<file path="src/rtl/ysyx_25050147_lsu_pkg.sv">
// ysyx_25050147_lsu_pkg: funct3 codes, access sizes and FSM states shared by the LSU
package ysyx_25050147_lsu_pkg;
    localparam logic [2:0] LB  = 3'b000;
    localparam logic [2:0] LH  = 3'b001;
    localparam logic [2:0] LW  = 3'b010;
    localparam logic [2:0] LD  = 3'b011;
    localparam logic [2:0] LBU = 3'b100;
    localparam logic [2:0] LHU = 3'b101;
    localparam logic [2:0] LWU = 3'b110;
    localparam logic [2:0] SB  = 3'b000;
    localparam logic [2:0] SH  = 3'b001;
    localparam logic [2:0] SW  = 3'b010;
    localparam logic [2:0] SD  = 3'b011;
    localparam logic [1:0] SZ_B = 2'd0;
    localparam logic [1:0] SZ_H = 2'd1;
    localparam logic [1:0] SZ_W = 2'd2;
    localparam logic [1:0] SZ_D = 2'd3;
    typedef enum logic [1:0] {S_IDLE, S_REQ, S_WAIT, S_RESP} lsu_state_e;
endpackage

</file>
<file path="src/rtl/ysyx_25050147_lsu_align.sv">
// ysyx_25050147_lsu_align: legality check, store replication/strobes, load lane extract and extend
module ysyx_25050147_lsu_align
    import ysyx_25050147_lsu_pkg::*;
#(
    parameter int XLEN = 32,
    localparam int NBYTES = XLEN / 8,
    localparam int OW = $clog2(NBYTES)
) (
    input  logic              we,
    input  logic [2:0]        funct3,
    input  logic [OW-1:0]     off,
    input  logic [XLEN-1:0]   wdata,
    input  logic [XLEN-1:0]   rdata,
    output logic              ok,
    output logic [NBYTES-1:0] wstrb,
    output logic [XLEN-1:0]   wdata_rep,
    output logic [XLEN-1:0]   ext
);
    logic [1:0] size;
    logic [2:0] off3;
    logic [6:0] nbits;
    logic [7:0] bmask;
    logic [XLEN-1:0] lane, mask;
    logic msb;
    always_comb begin
        size = funct3[1:0];
        off3 = 3'(off);
        ok = !((XLEN == 32 && size == SZ_D) || funct3 == 3'b111 || (we && funct3[2]))
             && (off3 & ((3'b1 << size) - 3'b1)) == 3'b0;
        bmask = size == SZ_B ? 8'h01 : size == SZ_H ? 8'h03 : size == SZ_W ? 8'h0f : 8'hff;
        wstrb = we ? NBYTES'(bmask) << off : '0;
        wdata_rep = size == SZ_B ? {NBYTES{wdata[7:0]}} :
                    size == SZ_H ? {(NBYTES/2){wdata[15:0]}} :
                    size == SZ_W ? {(NBYTES/4){wdata[31:0]}} : wdata;
        lane = rdata >> {off, 3'b000};
        nbits = 7'd8 << size;
        mask = ~({XLEN{1'b1}} << nbits);
        msb = ~funct3[2] & |(lane & mask & ~(mask >> 1));
        ext = (lane & mask) | ({XLEN{msb}} & ~mask);
    end
endmodule

</file>
<file path="src/rtl/ysyx_25050147_lsu.sv">
// ysyx_25050147_lsu: single-outstanding load/store unit between the execute stage and the data bus
module ysyx_25050147_lsu
    import ysyx_25050147_lsu_pkg::*;
#(
    parameter int XLEN = 32,
    parameter int ADDR_W = 32,
    localparam int NBYTES = XLEN / 8,
    localparam int OW = $clog2(NBYTES)
) (
    input  logic              clk,
    input  logic              rst,
    input  logic              req_valid,
    output logic              req_ready,
    input  logic              req_we,
    input  logic [2:0]        req_funct3,
    input  logic [ADDR_W-1:0] req_addr,
    input  logic [XLEN-1:0]   req_wdata,
    output logic              rsp_valid,
    input  logic              rsp_ready,
    output logic [XLEN-1:0]   rsp_rdata,
    output logic              rsp_err,
    output logic              mem_req_valid,
    input  logic              mem_req_ready,
    output logic              mem_req_we,
    output logic [ADDR_W-1:0] mem_req_addr,
    output logic [XLEN-1:0]   mem_req_wdata,
    output logic [NBYTES-1:0] mem_req_wstrb,
    input  logic              mem_rsp_valid,
    input  logic [XLEN-1:0]   mem_rsp_rdata,
    input  logic              mem_rsp_err
);
    lsu_state_e state;
    logic cap_we, idle, a_we, ok;
    logic [2:0] cap_funct3, a_funct3;
    logic [ADDR_W-1:0] cap_addr;
    logic [OW-1:0] a_off;
    logic [NBYTES-1:0] strb;
    logic [XLEN-1:0] rep, ext;
    assign idle = state == S_IDLE;
    assign req_ready = idle;
    assign mem_req_valid = state == S_REQ;
    assign rsp_valid = state == S_RESP;
    assign mem_req_we = cap_we;
    assign mem_req_addr = {cap_addr[ADDR_W-1:OW], {OW{1'b0}}};
    // The checker sees the live request while idle and the captured one afterwards.
    assign a_we = idle ? req_we : cap_we;
    assign a_funct3 = idle ? req_funct3 : cap_funct3;
    assign a_off = idle ? req_addr[OW-1:0] : cap_addr[OW-1:0];
    ysyx_25050147_lsu_align #(.XLEN(XLEN)) u_align (
        .we(a_we),
        .funct3(a_funct3),
        .off(a_off),
        .wdata(req_wdata),
        .rdata(mem_rsp_rdata),
        .ok(ok),
        .wstrb(strb),
        .wdata_rep(rep),
        .ext(ext)
    );
    always_ff @(posedge clk) begin
        if (rst) begin
            state <= S_IDLE;
            cap_we <= 1'b0;
            cap_funct3 <= '0;
            cap_addr <= '0;
            mem_req_wdata <= '0;
            mem_req_wstrb <= '0;
            rsp_rdata <= '0;
            rsp_err <= 1'b0;
        end else begin
            case (state)
                S_IDLE: if (req_valid) begin
                    cap_we <= req_we;
                    cap_funct3 <= req_funct3;
                    cap_addr <= req_addr;
                    mem_req_wdata <= rep;
                    mem_req_wstrb <= strb;
                    rsp_rdata <= '0;
                    rsp_err <= ~ok;
                    state <= ok ? S_REQ : S_RESP;
                end
                S_REQ: if (mem_req_ready) state <= S_WAIT;
                S_WAIT: if (mem_rsp_valid) begin
                    rsp_err <= mem_rsp_err;
                    rsp_rdata <= (!cap_we && !mem_rsp_err) ? ext : '0;
                    state <= S_RESP;
                end
                S_RESP: if (rsp_ready) state <= S_IDLE;
            endcase
        end
    end
endmodule

</file>
<file path="config.mk">
export PLATFORM = sky130hd
export DESIGN_NAME = ysyx_25050147_lsu
export DESIGN_NICKNAME = d
export VERILOG_FILES = /design/src/rtl/ysyx_25050147_lsu_pkg.sv /design/src/rtl/ysyx_25050147_lsu_align.sv /design/src/rtl/ysyx_25050147_lsu.sv
export SDC_FILE = /design/constraint.sdc
export NUM_CORES = 1
export LEC_CHECK = 0
export ABC_AREA = 1
export CORE_MARGIN = 1.5
export CORE_UTILIZATION = 31
export CTS_CLUSTER_DIAMETER = 200
export DETAILED_ROUTE_END_ITERATION = 7
export GPL_ROUTABILITY_DRIVEN = 0
export SLEW_MARGIN = 10
export SYNTH_ARGS = -nofsm -noshare
export SYNTH_HDL_FRONTEND = slang
export SYNTH_SLANG_ARGS = --single-unit
</file>
<file path="constraint.sdc">
create_clock -name clk -period 1.8 [get_ports clk]
set_input_delay 0.27 -clock clk [delete_from_list [all_inputs] [get_ports clk]]
set_output_delay 0.27 -clock clk [all_outputs]
set_load 0.01 [all_outputs]
</file>
==> results.yml, run 1 <==
synthesis:
  avgSynthCellArea_sq_um: 6.904
  synth_area_sq_um: 5130
  syn_inst: 743
  ys_warn_count: 0
  seq_area_frac_synth_pct: 41.76
  ys_ff_latch: 107
  ys_types: 31
layout:
  n_antenna_cell: 0
  final_core_util_pct: 54.42
  ff_latch_area_sq_um: 2145
  design_area_sq_um: 8707
  nets: 1089
  multi_input_area_sq_um: 2671
  drive_gt1_share_pct: 19.84
  area_delta_synth_final_pct: 69.73
  n_fill_cell: 1582
route:
  wl_per_cell_microns: 15.49
  drtIter0Drc: 296
  post_drt_via_cell_ratio: 4.663
  routed_wl_microns: 18580
  drtAntennaViolNets: 0
  drc: 0
  drtPass1Iterations: 5
  via_count: 5591
global_route:
  groute.layer.met2.usage_pct: 30.09
  grt_pass1_wl_microns: 28320
  grt-ovfl-total: 0
  antenna_found_initial: 0
  grt_use_met3_pct: 3.858
  grt_max_degree: 59
  grt_usage_pct: 20.49
  grt.met1_usage_pct: 28.99
  top_usage_layer: "met2"
  grt_pass1_vias: 5178
worst_setup_path:
  cp.arrival_ns: 2.26
  cp-end-kind: "flop"
  worstPathRequired_ns: 2.09
  criticalPathCategory: "reg -> reg"
  rr_startpoint: "state[0]$_SDFFE_PP0P_"
  r2r_setup_slack_ns: -0.18
  critPathMaxFanout: 7
  crit_path_start_kind: "flop"
  reg2reg_depth: 15
  worst_r2r_endpoint: "rsp_rdata[30]$_SDFFE_PP0P_"
place:
  port_buffers: 209
  hpwl_microns: 12880
  dpl_cell_area_sq_um: 7804
floorplanning:
  die-area_sq_um: 17330
  core_sq_um: 16000
  die_h_microns: 131.6
  rows: 46
  pin_count: 212
  die_w_microns: 131.6
  start_util_pct: 32.06
min_path:
  hold_end: "mem_req_wdata[2]$_SDFFE_PP0P_"
  hp-start: "rst"
  hold_depth: 5
  min_path_type: "in -> reg"
cts:
  cts.htree.levels: 3
  cts.root.buffer_cell: "clkbuf_16"
  cts_tree: "done"
  hold_buffers: 0
  numCtsBuffers: 9
  clkLatencyLatePin_ns: 0.36
  clkSlewWorstSetupHoldPaths_ns: 0.08
  cts.sinks: 107
  clock_path_buffers: 2
timing:
  fin_crit_sh_pct: 109.8
  timing.hold.ws_ns: 0.3933
  grt_setup_unrepaired: "yes"
  relSlewSlack_pct: 65.97
  hold_violations: 0
  fin_crit_ns: 1.976
  fin_ws_ns: -0.1757
  finClkSkew_ns: 0.007871
  setup_viol: 34
  max_freq_mhz: 506.2
  maxSlewViolCount: 0
  max_slew.worst_pin.slew_ns: 0.5104
power:
  p_total_mw: 13.37
  power_leakage_nw: 3.602
  peakVddDrop_v: 0.0007011
  power_density_nw_per_um2: 1536
status:
  status: "complete, but fails checks"
  violations: "negative setup slack"
flow_run:
  drv_cap: 0
-- per-stage QoR --
| stage | setup slack (ns) | TNS [ns] | cells |
|---|---|---|---|
| final | -0.1757 | -3.548 | 1199 |
| after global routing | -0.2902 | -8.270 | 1199 |
| after CTS | -0.07349 | -1.339 | 1187 |
| after detailed placement | -0.1469 | -3.499 | 1169 |
| after global placement | -0.1211 | -2.868 | 1169 |
| after floorplan | 0.006505 | 0 | 744 |
-- metal layers --
layer  wire [microns]  part of all wire [%]  vias to the layer above
met5                0                     0                        -
met3             1001                   5.4                       33
met4              598                   3.2                        0
li1                 -                     -                     2857
met2             8063                    43                      177
met1             8915                    48                     2524
-- area by class of cell --
cell class,instances,area share (%)
clock buffers,9,2.587
repair buffers,301,34.63
multi-input cells,498,30.68
inverters,61,2.831
flip-flops and latches,107,24.63
well taps,216,3.104
clock inverters,7,1.538
-- power breakdown --
| group | total (mW) | switching (mW) | internal (mW) |
|---|---|---|---|
| Combinational | 7.81 | 4.05 | 3.76 |
| Sequential | 3.16 | 0.268 | 2.89 |
| Clock | 2.40 | 1.01 | 1.39 |
-- logic make-up after synthesis --
| group | share of synthesized area [%] |
|---|---|
| other cells | 0.07310 |
| buf+inv | 13.05 |
| fa+ha+maj | 0.9756 |
| compound gates | 20.93 |
| simple gates | 23.22 |
| flops | 41.76 |
-- flip-flops by register name, summed over array words and instances, names as in the netlist --
register,flops
mem_req_wdata,32
mem_req_wstrb,4
cap_addr,32
rsp_rdata,32
mem_req_we,1
cap_funct3,3
rsp_err,1
state,2
-- worst max path at each step --
stage | startpoint | end | slack [ns] | depth (start not counted)
2_1_floorplan | state[1]$_SDFFE_PP0P_ | rsp_rdata[30]$_SDFFE_PP0P_ | 0.007 | 14
3_3_place_gp | req_funct3[1] | rsp_rdata[12]$_SDFFE_PP0P_ | -0.12 | 11
3_5_place_dp | req_addr[0] | rsp_rdata[12]$_SDFFE_PP0P_ | -0.15 | 12
4_1_cts | state[0]$_SDFFE_PP0P_ | rsp_rdata[28]$_SDFFE_PP0P_ | -0.07 | 13
5_1_grt | state[0]$_SDFFE_PP0P_ | rsp_rdata[30]$_SDFFE_PP0P_ | -0.29 | 15
6_report | state[0]$_SDFFE_PP0P_ | rsp_rdata[30]$_SDFFE_PP0P_ | -0.18 | 15
-- cell usage after synthesis --
| library cell | number | share of area, % |
|---|---|---|
| nor2_1 | 91 | 6.7 |
| inv_2 | 2 | 0.15 |
| a211oi_1 | 5 | 0.73 |
| clkinv_1 | 1 | 0.073 |
| o21ai_4 | 1 | 0.32 |
| buf_2 | 8 | 0.78 |
| o21ai_2 | 1 | 0.17 |
| o21ai_1 | 1 | 0.097 |
| nand2_2 | 2 | 0.24 |
| o21ai_0 | 88 | 8.6 |
| dfxtp_1 | 107 | 42 |
| a31oi_1 | 11 | 1.3 |
| nand3_1 | 27 | 2.6 |
| buf_1 | 2 | 0.15 |
| or2_2 | 2 | 0.24 |
| nand3_2 | 2 | 0.39 |
| a221oi_1 | 1 | 0.17 |
| inv_1 | 57 | 4.2 |
| buf_4 | 32 | 4.7 |
| inv_4 | 1 | 0.12 |
| ha_1 | 4 | 0.98 |
| conb_1 | 1 | 0.073 |
| buf_6 | 2 | 0.44 |
| o211ai_1 | 19 | 2.8 |
| nand2_1 | 169 | 12 |
| a21oi_1 | 66 | 6.4 |
| o221ai_1 | 1 | 0.17 |
| nor2_2 | 2 | 0.24 |
| nor2_4 | 2 | 0.44 |
| o22ai_1 | 1 | 0.12 |
| clkbuf_1 | 34 | 2.5 |
-- worst max-delay path: stages, from the launching register on --
cell and delay, ns:
dfxtp_2 0.33, inv_2 0.07, ha_4 0.17, clkinvlp_4 0.13, buf_12 0.16, nand2_8 0.07, buf_6 0.10, nand3_2 0.06
nand3_2 0.08, nand3_2 0.09, nand3_4 0.11, nand3_4 0.10, clkbuf_16 0.18, nand2_1 0.07, nand2_1 0.05, a21oi_1 0.13
-- what timing repair did --
action,CTS,global route
gates resized for setup,14,87
pin swaps,5,18
cloned,0,5
setup endpoints to repair,36,51
setup buffers,2,7
-- placed cells by master, fill, tap and decap left out, types with 2 or more instances in the layout --
cell type        Yosys  routed
clkbuf_16            0      13
buf_6                2       9
bufinv_16            0       3
nand2_4              0       8
buf_4               32      68
nand3_4              0       3
o211ai_1            19      19
a21oi_1             66      49
o21ai_0             88      80
a21oi_2              0      15
dfxtp_2              0       2
o21ai_4              1       3
conb_1               1       2
a31oi_1             11      11
nand2_1            169     143
ha_1                 4       3
nand3_2              2      11
nand3_1             27      15
clkdlybuf4s50_1      0     205
clkinvlp_4           0       2
nor2_2               2       2
nor2_1              91      89
o21ai_1              1       7
dlygate4sd2_1        0       3
nor2_4               2       4
nand2_2              2      19
inv_2                2       5
buf_12               0      11
dfxtp_1            107     105
a21oi_4              0       2
inv_8                0       3
a211oi_1             5       5
or2_2                2       2
inv_1               57      52
Note: power is estimated with default switching activity, not from simulation.
==> inputs of run 2 (changes only) <==
- CORE_MARGIN: 1.5 -> 2
- CORE_UTILIZATION: 31 -> 47
- PLACE_DENSITY: unset -> 0.87
- clock period: 1.8 -> 2.5 ns (I/O delays scaled with it)
==> results.yml, run 2 (synthesis gave the netlist of run 1 again) <==
status:
  status: "complete, but fails checks"
  violations: "design-rule violations"
place:
  port_buffers: 209
  dp.cells: 1034
  dpl_cell_area_sq_um: 7112
  hpwl_microns: 11400
  dp_slack_ns: 0.2469
worst_setup_path:
  reg2reg_depth: 8
  cp-endpoint: "rsp_rdata[2]$_SDFFE_PP0P_"
  rr_startpoint: "state[0]$_SDFFE_PP0P_"
  r2r_setup_slack_ns: 0.25
  cp.arrival_ns: 2.50
  crit_path_start_kind: "flop"
  critPathMaxFanout: 32
  criticalPathCategory: "reg -> reg"
  worst_r2r_endpoint: "rsp_rdata[2]$_SDFFE_PP0P_"
  worstPathRequired_ns: 2.75
  crit_path_start: "state[0]$_SDFFE_PP0P_"
  cp-end-kind: "flop"
global_route:
  grt_pass1_vias: 4866
  antenna_found_initial: 0
  grt_pass1_wl_microns: 24400
  grt_max_degree: 60
  grt-ovfl-total: 0
  grt_usage_pct: 26.16
timing:
  setup_viol: 0
  fin_crit_ns: 2.253
  max_freq_mhz: 443.8
  timing.hold.ws_ns: 0.4678
  hold_violations: 0
  fin_ws_ns: 0.2466
  maxSlewViolCount: 0
  max_slew.worst_pin.slew_ns: 0.9339
  relSlewSlack_pct: 37.67
  grt_setup_unrepaired: "no"
  finClkSkew_ns: 0.01219
  fin_crit_sh_pct: 90.14
  setup_tns_ns: 0
route:
  drc: 1
  routed_wl_microns: 15320
  drtAntennaViolNets: 0
  post_drt_via_cell_ratio: 5.053
  wl_per_cell_microns: 14.59
  drtIter0Drc: 382
  drtPass1Iterations: 8
  via_count: 5306
floorplanning:
  core_sq_um: 10750
  die_w_microns: 108.5
  die_h_microns: 108.5
  start_util_pct: 47.74
  die-area_sq_um: 11770
  pin_count: 212
  rows: 38
layout:
  final_core_util_pct: 68.44
  largestRegisters: "cap_addr: 32 flops, mem_req_wdata: 32 flops, rsp_rdata: 32 flops"
  n_antenna_cell: 0
  area_delta_synth_final_pct: 43.37
  nets: 1016
  layout_commonest_cell: "clkdlybuf4s50_1"
  fin_cells: 1050
  design_area_sq_um: 7355
  final_cell_mix: "209 x clkdlybuf4s50_1, 168 x nand2_1, 107 x dfxtp_1, 91 x nor2_1, 88 x o21ai_0"
  n_fill_cell: 954
  drive_gt1_share_pct: 5.934
min_path:
  min_path_type: "reg -> reg"
power:
  p_total_mw: 7.201
  power_leakage_nw: 3.003
  power_density_nw_per_um2: 979.1
  peakVddDrop_v: 0.0005118
cts:
  cts_tree: "done"
  cts.root.buffer_cell: "clkbuf_8"
  clock_path_buffers: 2
  hold_buffers: 0
  clkSlewWorstSetupHoldPaths_ns: 0.11
  cts.htree.levels: 3
  clkLatencyLatePin_ns: 0.38
  cts.sinks: 107
  numCtsBuffers: 9
flow_run:
  drv_cap: 0
run 2: final cells by class:
type,instances,area [sq um],share of cell area [%]
multi-input combinational,498,2351,31.97
clock inverter,7,92.59,1.259
tap,140,175.2,2.382
inverter,61,235.2,3.198
clock buffer,9,123.9,1.684
timing repair buffer,228,2235,30.38
sequential,107,2142,29.13
run 2: worst min path at each step:
| stage | from | end | slack [ns] | cells past startpoint |
|---|---|---|---|---|
| 3_5_place_dp | mem_req_wstrb[0]$_SDFFE_PP0P_ | mem_req_wstrb[0]$_SDFFE_PP0P_ | 0.45 | 2 |
| 3_3_place_gp | cap_funct3[2]$_SDFFE_PP0P_ | cap_funct3[2]$_SDFFE_PP0P_ | 0.45 | 2 |
| 6_report | cap_funct3[2]$_SDFFE_PP0P_ | cap_funct3[2]$_SDFFE_PP0P_ | 0.47 | 2 |
| 5_1_grt | rsp_rdata[25]$_SDFFE_PP0P_ | rsp_rdata[25]$_SDFFE_PP0P_ | 0.49 | 2 |
| 4_1_cts | mem_req_wstrb[0]$_SDFFE_PP0P_ | mem_req_wstrb[0]$_SDFFE_PP0P_ | 0.47 | 2 |
| 2_1_floorplan | cap_funct3[2]$_SDFFE_PP0P_ | cap_funct3[2]$_SDFFE_PP0P_ | 0.43 | 2 |
run 2: report_power, final:
part           leakage, nW  internal (mW)  switching (mW)  total (mW)
combinational         2.02           1.55            2.24        3.79
clock                0.103          0.489           0.647        1.14
sequential           0.878           2.08           0.193        2.27
total                 3.00           4.12            3.09        7.20
run 2: critical path, stage by stage (launching register included):
cell and delay, ns:
dfxtp_1 0.40, inv_1 0.08, ha_1 0.23, inv_1 0.19
o22ai_1 0.14, a21oi_1 0.28, inv_1 0.49, nand2_1 0.21
a21oi_1 0.09
run 2: repair_timing:
action	4_1_cts	5_1_grt
endpoints found under the setup margin	0	16
gates resized for setup	0	5
hold endpoints to repair	0	0
buffers inserted	0	0
run 2: metal layers:
layer	track usage (%)	share of wire, %	vias to the layer above
li1	-	-	2705
met1	34.72	45	2405
met2	42.90	46	175
met3	5.726	6.7	21
met4	7.143	1.9	0
met5	0	0	-
